## config.mk

```make
export PLATFORM = sky130hd
export DESIGN_NAME = bot_update_irq_flat
export DESIGN_NICKNAME = d
export VERILOG_FILES = /design/src/rtl/bot_irq_pkg.sv /design/src/rtl/bot_update_irq_if.sv /design/src/rtl/bot_irq_chan.sv /design/src/rtl/bot_update_irq.sv /design/src/flat_wrapper.sv
export SDC_FILE = /design/constraint.sdc
export NUM_CORES = 1
export LEC_CHECK = 0
export ABC_AREA = 1
export BUFFER_PORTS_ARGS = -buffer_cell sky130_fd_sc_hd__buf_2
export CAP_MARGIN = 10
export CORE_MARGIN = 5
export CORE_UTILIZATION = 45
export CTS_CLUSTER_SIZE = 24
export DETAILED_ROUTE_END_ITERATION = 10
export PLACE_DENSITY = 0.79
export SLEW_MARGIN = 10
export SYNTH_ARGS = -nofsm -noshare
export SYNTH_HDL_FRONTEND = slang
export SYNTH_HIERARCHICAL = 1
export SYNTH_SLANG_ARGS = --single-unit
```

## constraint.sdc

```tcl
create_clock -name clk -period 1.1 [get_ports clk]
set_input_delay 0.11 -clock clk [delete_from_list [all_inputs] [get_ports clk]]
set_output_delay 0.11 -clock clk [all_outputs]
set_load 0.01 [all_outputs]
```

## src/rtl/bot_irq_pkg.sv

```systemverilog
// Shared constants for the bot update interrupt stage.
// Bot info word layout is {LocX, LocY, Sensors, BotInfo}, 8 bits each.
package bot_irq_pkg;

  localparam int INFO_W = 32;
  localparam int OVF_W  = 8;

  // Byte lanes within a bot info word
  localparam int LOCX_LSB = 24;
  localparam int LOCY_LSB = 16;
  localparam int SENS_LSB = 8;
  localparam int INFO_LSB = 0;

endpackage

```

## src/rtl/bot_update_irq_if.sv

```systemverilog
// Register-side bundle between bot_update_irq and the Wishbone register block.
//
// Strobe semantics: int_ack and ovf_clr are single-cycle pulses. They are
// sampled on the rising edge of clk and have no ready/handshake. A strobe
// has effect only in the cycle it is high. The status side (snap_info,
// pending, ovf_cnt, irq) is always valid and comes straight from flops.
interface bot_update_irq_if #(
  parameter int N_BOTS = 2,
  parameter int INFO_W = bot_irq_pkg::INFO_W,
  parameter int OVF_W  = bot_irq_pkg::OVF_W
);

  logic [N_BOTS-1:0]        int_ack;
  logic [N_BOTS-1:0]        ovf_clr;
  logic [N_BOTS-1:0]        irq_en;
  logic [N_BOTS*INFO_W-1:0] snap_info;
  logic [N_BOTS-1:0]        pending;
  logic [N_BOTS*OVF_W-1:0]  ovf_cnt;
  logic                     irq;

  // Register block side
  modport master (
    output int_ack, ovf_clr, irq_en,
    input  snap_info, pending, ovf_cnt, irq
  );

  // Interrupt stage side
  modport slave (
    input  int_ack, ovf_clr, irq_en,
    output snap_info, pending, ovf_cnt, irq
  );

endinterface

```

## src/rtl/bot_irq_chan.sv

```systemverilog
// One bot channel: rising-edge detect on the update level, pending flag,
// coherent snapshot of the bot info word and a saturating overrun counter.
// The overrun counter exists only when BOT_IRQ_OVF_CNT_EN is defined;
// otherwise cnt is tied to zero and clr is ignored.
module bot_irq_chan #(
  parameter int INFO_W = bot_irq_pkg::INFO_W,
  parameter int OVF_W  = bot_irq_pkg::OVF_W
) (
  input  logic              clk,
  input  logic              reset,
  input  logic              upd,
  input  logic [INFO_W-1:0] info,
  input  logic              ack,
  input  logic              clr,
  input  logic              en,
  output logic [INFO_W-1:0] snap,
  output logic              pend,
  output logic [OVF_W-1:0]  cnt,
  output logic              req
);

  logic upd_prev;
  logic rise;
  logic overrun;

  // upd_prev resets high so a level already high at reset release is ignored
  assign rise    = upd & ~upd_prev;
  // An ack in the same cycle frees the slot, so the event is not an overrun
  assign overrun = rise & pend & ~ack;
  assign req     = pend & en;

  // Edge history, pending flag and snapshot; an event beats a same-cycle ack
  always_ff @(posedge clk) begin
    if (reset) begin
      upd_prev <= 1'b1;
      pend     <= 1'b0;
      snap     <= '0;
    end else begin
      upd_prev <= upd;
      if (rise) begin
        snap <= info;
        pend <= 1'b1;
      end else if (ack) begin
        pend <= 1'b0;
      end
    end
  end

`ifdef BOT_IRQ_OVF_CNT_EN
  // Saturating overrun count; a clear coinciding with an overrun leaves 1
  always_ff @(posedge clk) begin
    if (reset) begin
      cnt <= '0;
    end else if (clr) begin
      cnt <= overrun ? OVF_W'(1) : '0;
    end else if (overrun && (cnt != {OVF_W{1'b1}})) begin
      cnt <= cnt + 1'b1;
    end
  end
`else
  logic unused_ovf;
  assign unused_ovf = clr ^ overrun;
  assign cnt        = '0;
`endif

endmodule

```

## src/rtl/bot_update_irq.sv

```systemverilog
// Bot update event / interrupt stage (clk domain).
// Instantiates one bot_irq_chan per bot and ORs the enabled pending flags
// into a single registered interrupt toward the CPU.
// Optional macro: BOT_IRQ_OVF_CNT_EN enables the per-bot overrun counters.
module bot_update_irq #(
  parameter int N_BOTS = 2,
  parameter int INFO_W = bot_irq_pkg::INFO_W,
  parameter int OVF_W  = bot_irq_pkg::OVF_W
) (
  input  logic                     clk,
  input  logic                     reset,
  input  logic [N_BOTS-1:0]        upd_sysregs,
  input  logic [N_BOTS*INFO_W-1:0] bot_info,
  bot_update_irq_if.slave          bus
);

  import bot_irq_pkg::*;

  logic [N_BOTS-1:0]        pend_w;
  logic [N_BOTS-1:0]        req_w;
  logic [N_BOTS*INFO_W-1:0] snap_w;
  logic [N_BOTS*OVF_W-1:0]  cnt_w;
  logic                     irq_q;

  for (genvar i = 0; i < N_BOTS; i++) begin : g_chan
    bot_irq_chan #(
      .INFO_W (INFO_W),
      .OVF_W  (OVF_W)
    ) u_chan (
      .clk   (clk),
      .reset (reset),
      .upd   (upd_sysregs[i]),
      .info  (bot_info[i*INFO_W +: INFO_W]),
      .ack   (bus.int_ack[i]),
      .clr   (bus.ovf_clr[i]),
      .en    (bus.irq_en[i]),
      .snap  (snap_w[i*INFO_W +: INFO_W]),
      .pend  (pend_w[i]),
      .cnt   (cnt_w[i*OVF_W +: OVF_W]),
      .req   (req_w[i])
    );
  end

  // Combined interrupt, one cycle behind pending
  always_ff @(posedge clk) begin
    if (reset) begin
      irq_q <= 1'b0;
    end else begin
      irq_q <= |req_w;
    end
  end

  assign bus.snap_info = snap_w;
  assign bus.pending   = pend_w;
  assign bus.ovf_cnt   = cnt_w;
  assign bus.irq       = irq_q;

endmodule

```

## src/flat_wrapper.sv

```systemverilog
// flat-port wrapper written by rule: the top's interface ports become plain ports
module bot_update_irq_flat import bot_irq_pkg::*;
#(
  parameter int N_BOTS = 2,
  parameter int INFO_W = bot_irq_pkg::INFO_W,
  parameter int OVF_W  = bot_irq_pkg::OVF_W
)
  (clk, reset, upd_sysregs, bot_info, bus_int_ack, bus_ovf_clr, bus_irq_en, bus_snap_info, bus_pending, bus_ovf_cnt, bus_irq);
  bot_update_irq_if #(.N_BOTS(N_BOTS), .INFO_W(INFO_W), .OVF_W(OVF_W)) bus_i ();
  input  logic clk;
  input  logic reset;
  input  logic [N_BOTS-1:0] upd_sysregs;
  input  logic [N_BOTS*INFO_W-1:0] bot_info;
  input wire logic [$bits(bus_i.int_ack)-1:0] bus_int_ack;
  input wire logic [$bits(bus_i.ovf_clr)-1:0] bus_ovf_clr;
  input wire logic [$bits(bus_i.irq_en)-1:0] bus_irq_en;
  output wire logic [$bits(bus_i.snap_info)-1:0] bus_snap_info;
  output wire logic [$bits(bus_i.pending)-1:0] bus_pending;
  output wire logic [$bits(bus_i.ovf_cnt)-1:0] bus_ovf_cnt;
  output wire logic [$bits(bus_i.irq)-1:0] bus_irq;
  assign bus_i.int_ack = bus_int_ack;
  assign bus_i.ovf_clr = bus_ovf_clr;
  assign bus_i.irq_en = bus_irq_en;
  assign bus_snap_info = bus_i.snap_info;
  assign bus_pending = bus_i.pending;
  assign bus_ovf_cnt = bus_i.ovf_cnt;
  assign bus_irq = bus_i.irq;
  bot_update_irq #(.N_BOTS(N_BOTS), .INFO_W(INFO_W), .OVF_W(OVF_W)) u_core (.clk(clk), .reset(reset), .upd_sysregs(upd_sysregs), .bot_info(bot_info), .bus(bus_i));
endmodule
```

## After elaboration in Yosys (flattened, before gate mapping)

Cells that the tools add are included.

- Logic and storage cells: 20
- Bits of input ports: 74
- Flip-flop bits (word level): 69

- Bitwise gates (word level): 6
- Reductions and logical operators: 3
- Multiplexer cells: 4

Operator list:

| operator | count |
|---|---|
| $and 1x1->1 | 4 |
| $mux 1 | 4 |
| $reduce_bool 2->1 | 2 |
| $not 1->1 | 2 |
| $reduce_or 2->1 | 1 |

## Depth between registers and ports, before layout

- Depth in word-level cells: 3
- Depth in mapped cells: 6

## Modules after synthesis

Netlist, hierarchy kept.

Modules (own cells, without submodules):

| module | area each (sq um) | cells an instance | times used | seq. area each (sq um) |
|---|---|---|---|---|
| bot_irq_chan | 1,517.7 | 227 | 2 | 680.7 |
| bot_update_irq | 27.5 | 3 | 1 | 20.0 |

## Worst setup path after synthesis

No wires, ideal clock.

- Path kind: register -> register
- From: reg u_core.g_chan[0].u_chan.upd_prev
- To: reg u_core.g_chan[0].u_chan.snap[0]
- Library setup time: 0.113 ns
- Stages on the path, launching flop included: 6
- Setup slack: 0.202 ns
- Arrival time: 0.785 ns
- Clock period less this slack: 0.898 ns
- Path through: dfxtp_1 -> inv_1 -> buf_2 -> nand3_1 -> nand2_1 -> nor2_1

- Word-level cells in the longest chain between the ends: 2

Ends and longest elaborated chain:

| item | line | RTL |
|---|---|---|
| start: declaration | bot_irq_chan.sv:22 | `logic upd_prev;` |
| start signal: assignment | bot_irq_chan.sv:39 | `upd_prev <= upd;` |
| $not 1->1 | bot_irq_chan.sv:27 | `assign rise = upd & ~upd_prev;` |
| $and 1x1->1 | bot_irq_chan.sv:27 |  |
| end signal: assignment | bot_irq_chan.sv:41 | `snap <= info;` |
| end: declaration | bot_irq_chan.sv:16 | `output logic [INFO_W-1:0] snap,` |

No other way between the ends.
A chain may end at the register's enable or synchronous reset.

==> summary.md <==
| Metric | Value |
|---|---|
| Pre-CTS setup slack | `0.169 ns` |
| First-pass GRT wire length | `12.0 mm` |
| Initial antenna violation count | `0` |
| CTS Buf Count | `9` |
| Arrival @ worst endpoint | `1.26 ns` |
| VDD IR-drop max | `650 µV` |
| TritonCTS Sinks | `between 60 and 70` |
| Hold WS | `0.0392 ns` |
| Worst setup EP type | `flip-flop` |
| N_diodes | `0` |
| Synth Instances | `between 400 and 500` |
| Avg Synthesized Cell Area | `around 6.7 µm²` |
| DR pass1 iterations | `4` |
| Post-DP HPWL | `5.47 mm` |
| Clk_skew | `0.00599 ns` |
| Met2 wire length | `3.54 mm` |
| WP data required | `1.37 ns` |
| Nets | `663` |
| Crit path max fanout | `33` |
| Worst hold path class | `primary input to flip-flop` |
| Switching fraction of total power | `27.1%` |
| Kind of critical path | `primary input to flip-flop` |
| CTS tree | `done` |
| LEAKAGE | `between 0.002 and 0.0025 µW` |
| Final slew viol count | `0` |
| GP Congestion | `0.725` |
| Synth Flop Type | `dfxtp_1` |
| CTS Hold Bufs | `1` |
| Part of the cycle the worst path needs | `between 80% and 90%` |
| Syn-to-layout area delta | `29.8%` |
| Max-Cap Viols | `0` |
| Post-CTS setup buffer count | `0` |
| Synth top area share | `45.1%` |
| Post-synth ARST share | `0%` |
| Flop pwr share | `between 50% and 60%` |
| Input/output buffers | `roughly 140` |
| Metal-1 WL | `just over 3 mm` |
| Clock share of power | `33.4%` |
| Antenna viol nets, final | `0` |
| Mapped Area | `3060 µm²` |
| Grt ovf | `0` |
| #FFs+latches synth | `slightly below 70` |
| Yosys cell types | `13` |
| Layout Cells excl Fill | `674` |
| WL/cell | `around 11 µm` |
| # DRC | `0` |
| P_sw | `1440 µW` |
| RSZ-0062 raised after global routing | `no` |
| EDFF count, synth | `0` |
| Run status | `complete, no violations` |
| DIE AREA | `8560 µm²` |
| CORE AREA | `6720 µm²` |
| Via-to-Cell Ratio | `4.47` |
| Final setup fails | `0` |
| Pint | `about 3900 µW` |
| Synth warn | `6` |
| Comb pwr share | `16.0%` |
| Setup_tns | `0 ns` |
| Clock-pin slew on the worst setup and hold paths | `roughly 0.08 ns` |
| Register area share after synthesis | `45.1%` |
| # IOs | `~160` |
| Ratio of total power to cell area | `1340 nW/µm²` |
| Largest net degree at the start of global routing | `34` |
| Most numerous cell in the Yosys netlist | `nor2_1` |
| Vias in the first global route | `2772` |
| Drt first-iter violations | `111` |
| Initial core utilization | `between 40% and 50%` |
| Rows | `30` |
| Total GRT Usage | `between 15 and 20%` |
| Post-route setup slack | `0.112 ns` |
| Max Clock Freq | `1.01 GHz` |
| Area leader, netlist | `dfxtp_1` |
| Fraction of layout cells with a size suffix above 1 | `27.9%` |
| CTS-repair resized insts | `0` |
| Clk Latency, worst-skew pair | `0.33 ns` |
| Synth top area cells | `dfxtp_1, nor2_1, nand3_1, inv_1, nand2_1` |
| Die Height | `92.5 µm` |
| Inst Count DP | `657` |
| Top sig layer | `met4` |
| Crit start category | `primary input` |
| H-tree levels | `3` |
| Met3 wire length | `674 µm` |
| Die W | `92.5 µm` |
| Root buffer cell | `clkbuf_8` |
| Clock Path Buffers | `2` |
| Final Hold Vio Count | `0` |
| Final worst path period need | `0.988 ns` |
| Top cells by count, synth | `nor2_1, inv_1, nand2_1` |
| Total number of vias | `3015` |
| Fin util | `59.2%` |
| Routed Wire Length | `7.40 mm` |
[metrics by stage]
step | instance area (µm²) | total power, µW
floorplan | 3120 | 3280
global placement | 3800 | 3570
detailed placement | 3800 | 3600
CTS | 3980 | 5390
global route | 3980 | 5630
finish | 3980 | 5320
[placed cells by master, fill, tap and decap left out]
cell type,count
buf_2,138
nor2_1,130
nand2_1,72
inv_1,72
dfxtp_1,69
nand3_1,64
conb_1,16
clkbuf_8,10
buf_12,8
clkinv_2,3
clkbuf_1,2
inv_2,2
nor2_4,2
a21oi_1,2
buf_4,2
clkinv_4,1
dlygate4sd3_1,1
[final timing paths]
kind	startpoint	slack [ns]	endpoint	depth (start not counted)
min reg2reg	u_core/g_chan[1].u_chan/snap[5]	0.48	u_core/g_chan[1].u_chan/snap[5]	2
min	bus_int_ack[0]	0.04	u_core/g_chan[0].u_chan/pend	4
max reg2reg	u_core/g_chan[0].u_chan/upd_prev	0.15	u_core/g_chan[0].u_chan/snap[11]	5
max	reset	0.11	u_core/g_chan[0].u_chan/snap[31]	6
[power by group through the flow]
stage | Combinational (µW) | Sequential, µW | Clock, µW
3_5_place_dp | 849 | 2750 | 0
5_1_grt | 957 | 2710 | 1970
2_1_floorplan | 469 | 2810 | 0
4_1_cts | 855 | 2690 | 1840
3_3_place_gp | 831 | 2740 | 0
6_report | 851 | 2690 | 1780
[metal layers]
| metal | global-route usage, % | vias to the layer above |
|---|---|---|
| met5 | 0 | - |
| met4 | 7.67 | 0 |
| met3 | 5.52 | 9 |
| met2 | 29.8 | 121 |
| met1 | 19.1 | 1312 |
| li1 | - | 1573 |
[registers in the layout (all words and copies together), names as in the netlist]
| signal | cells |
|---|---|
| u_core/g_chan.u_chan/snap | 64 |
| u_core/g_chan.u_chan/upd_prev | 2 |
| u_core/g_chan.u_chan/pend | 2 |
| u_core/bus.irq | 1 |
[worst max-delay path: stages]
cell,delay [ns]
dlygate4sd3_1,0.53
buf_2,0.15
inv_1,0.09
buf_12,0.18
nand2_1,0.08
nor2_1,0.09
[cell type report]
class | count | area [µm²]
Multi-Input combinational cell | 286 | 1170
Sequential cell | 69 | 1380
Fill cell | 654 | 2740
Clock inverter | 4 | 23.8
Clock buffer | 12 | 145
Tap cell | 80 | 100
Timing Repair Buffer | 149 | 876
Inverter | 74 | 278
[cells by family after synthesis]
logic type	Yosys count	synth area share (%)
flops	69	45.1
compound gates	2	0.327
simple gates	268	35.9
buf+inv	116	18.4
other cells	2	0.245
Note: power is estimated with default switching activity, not from simulation.
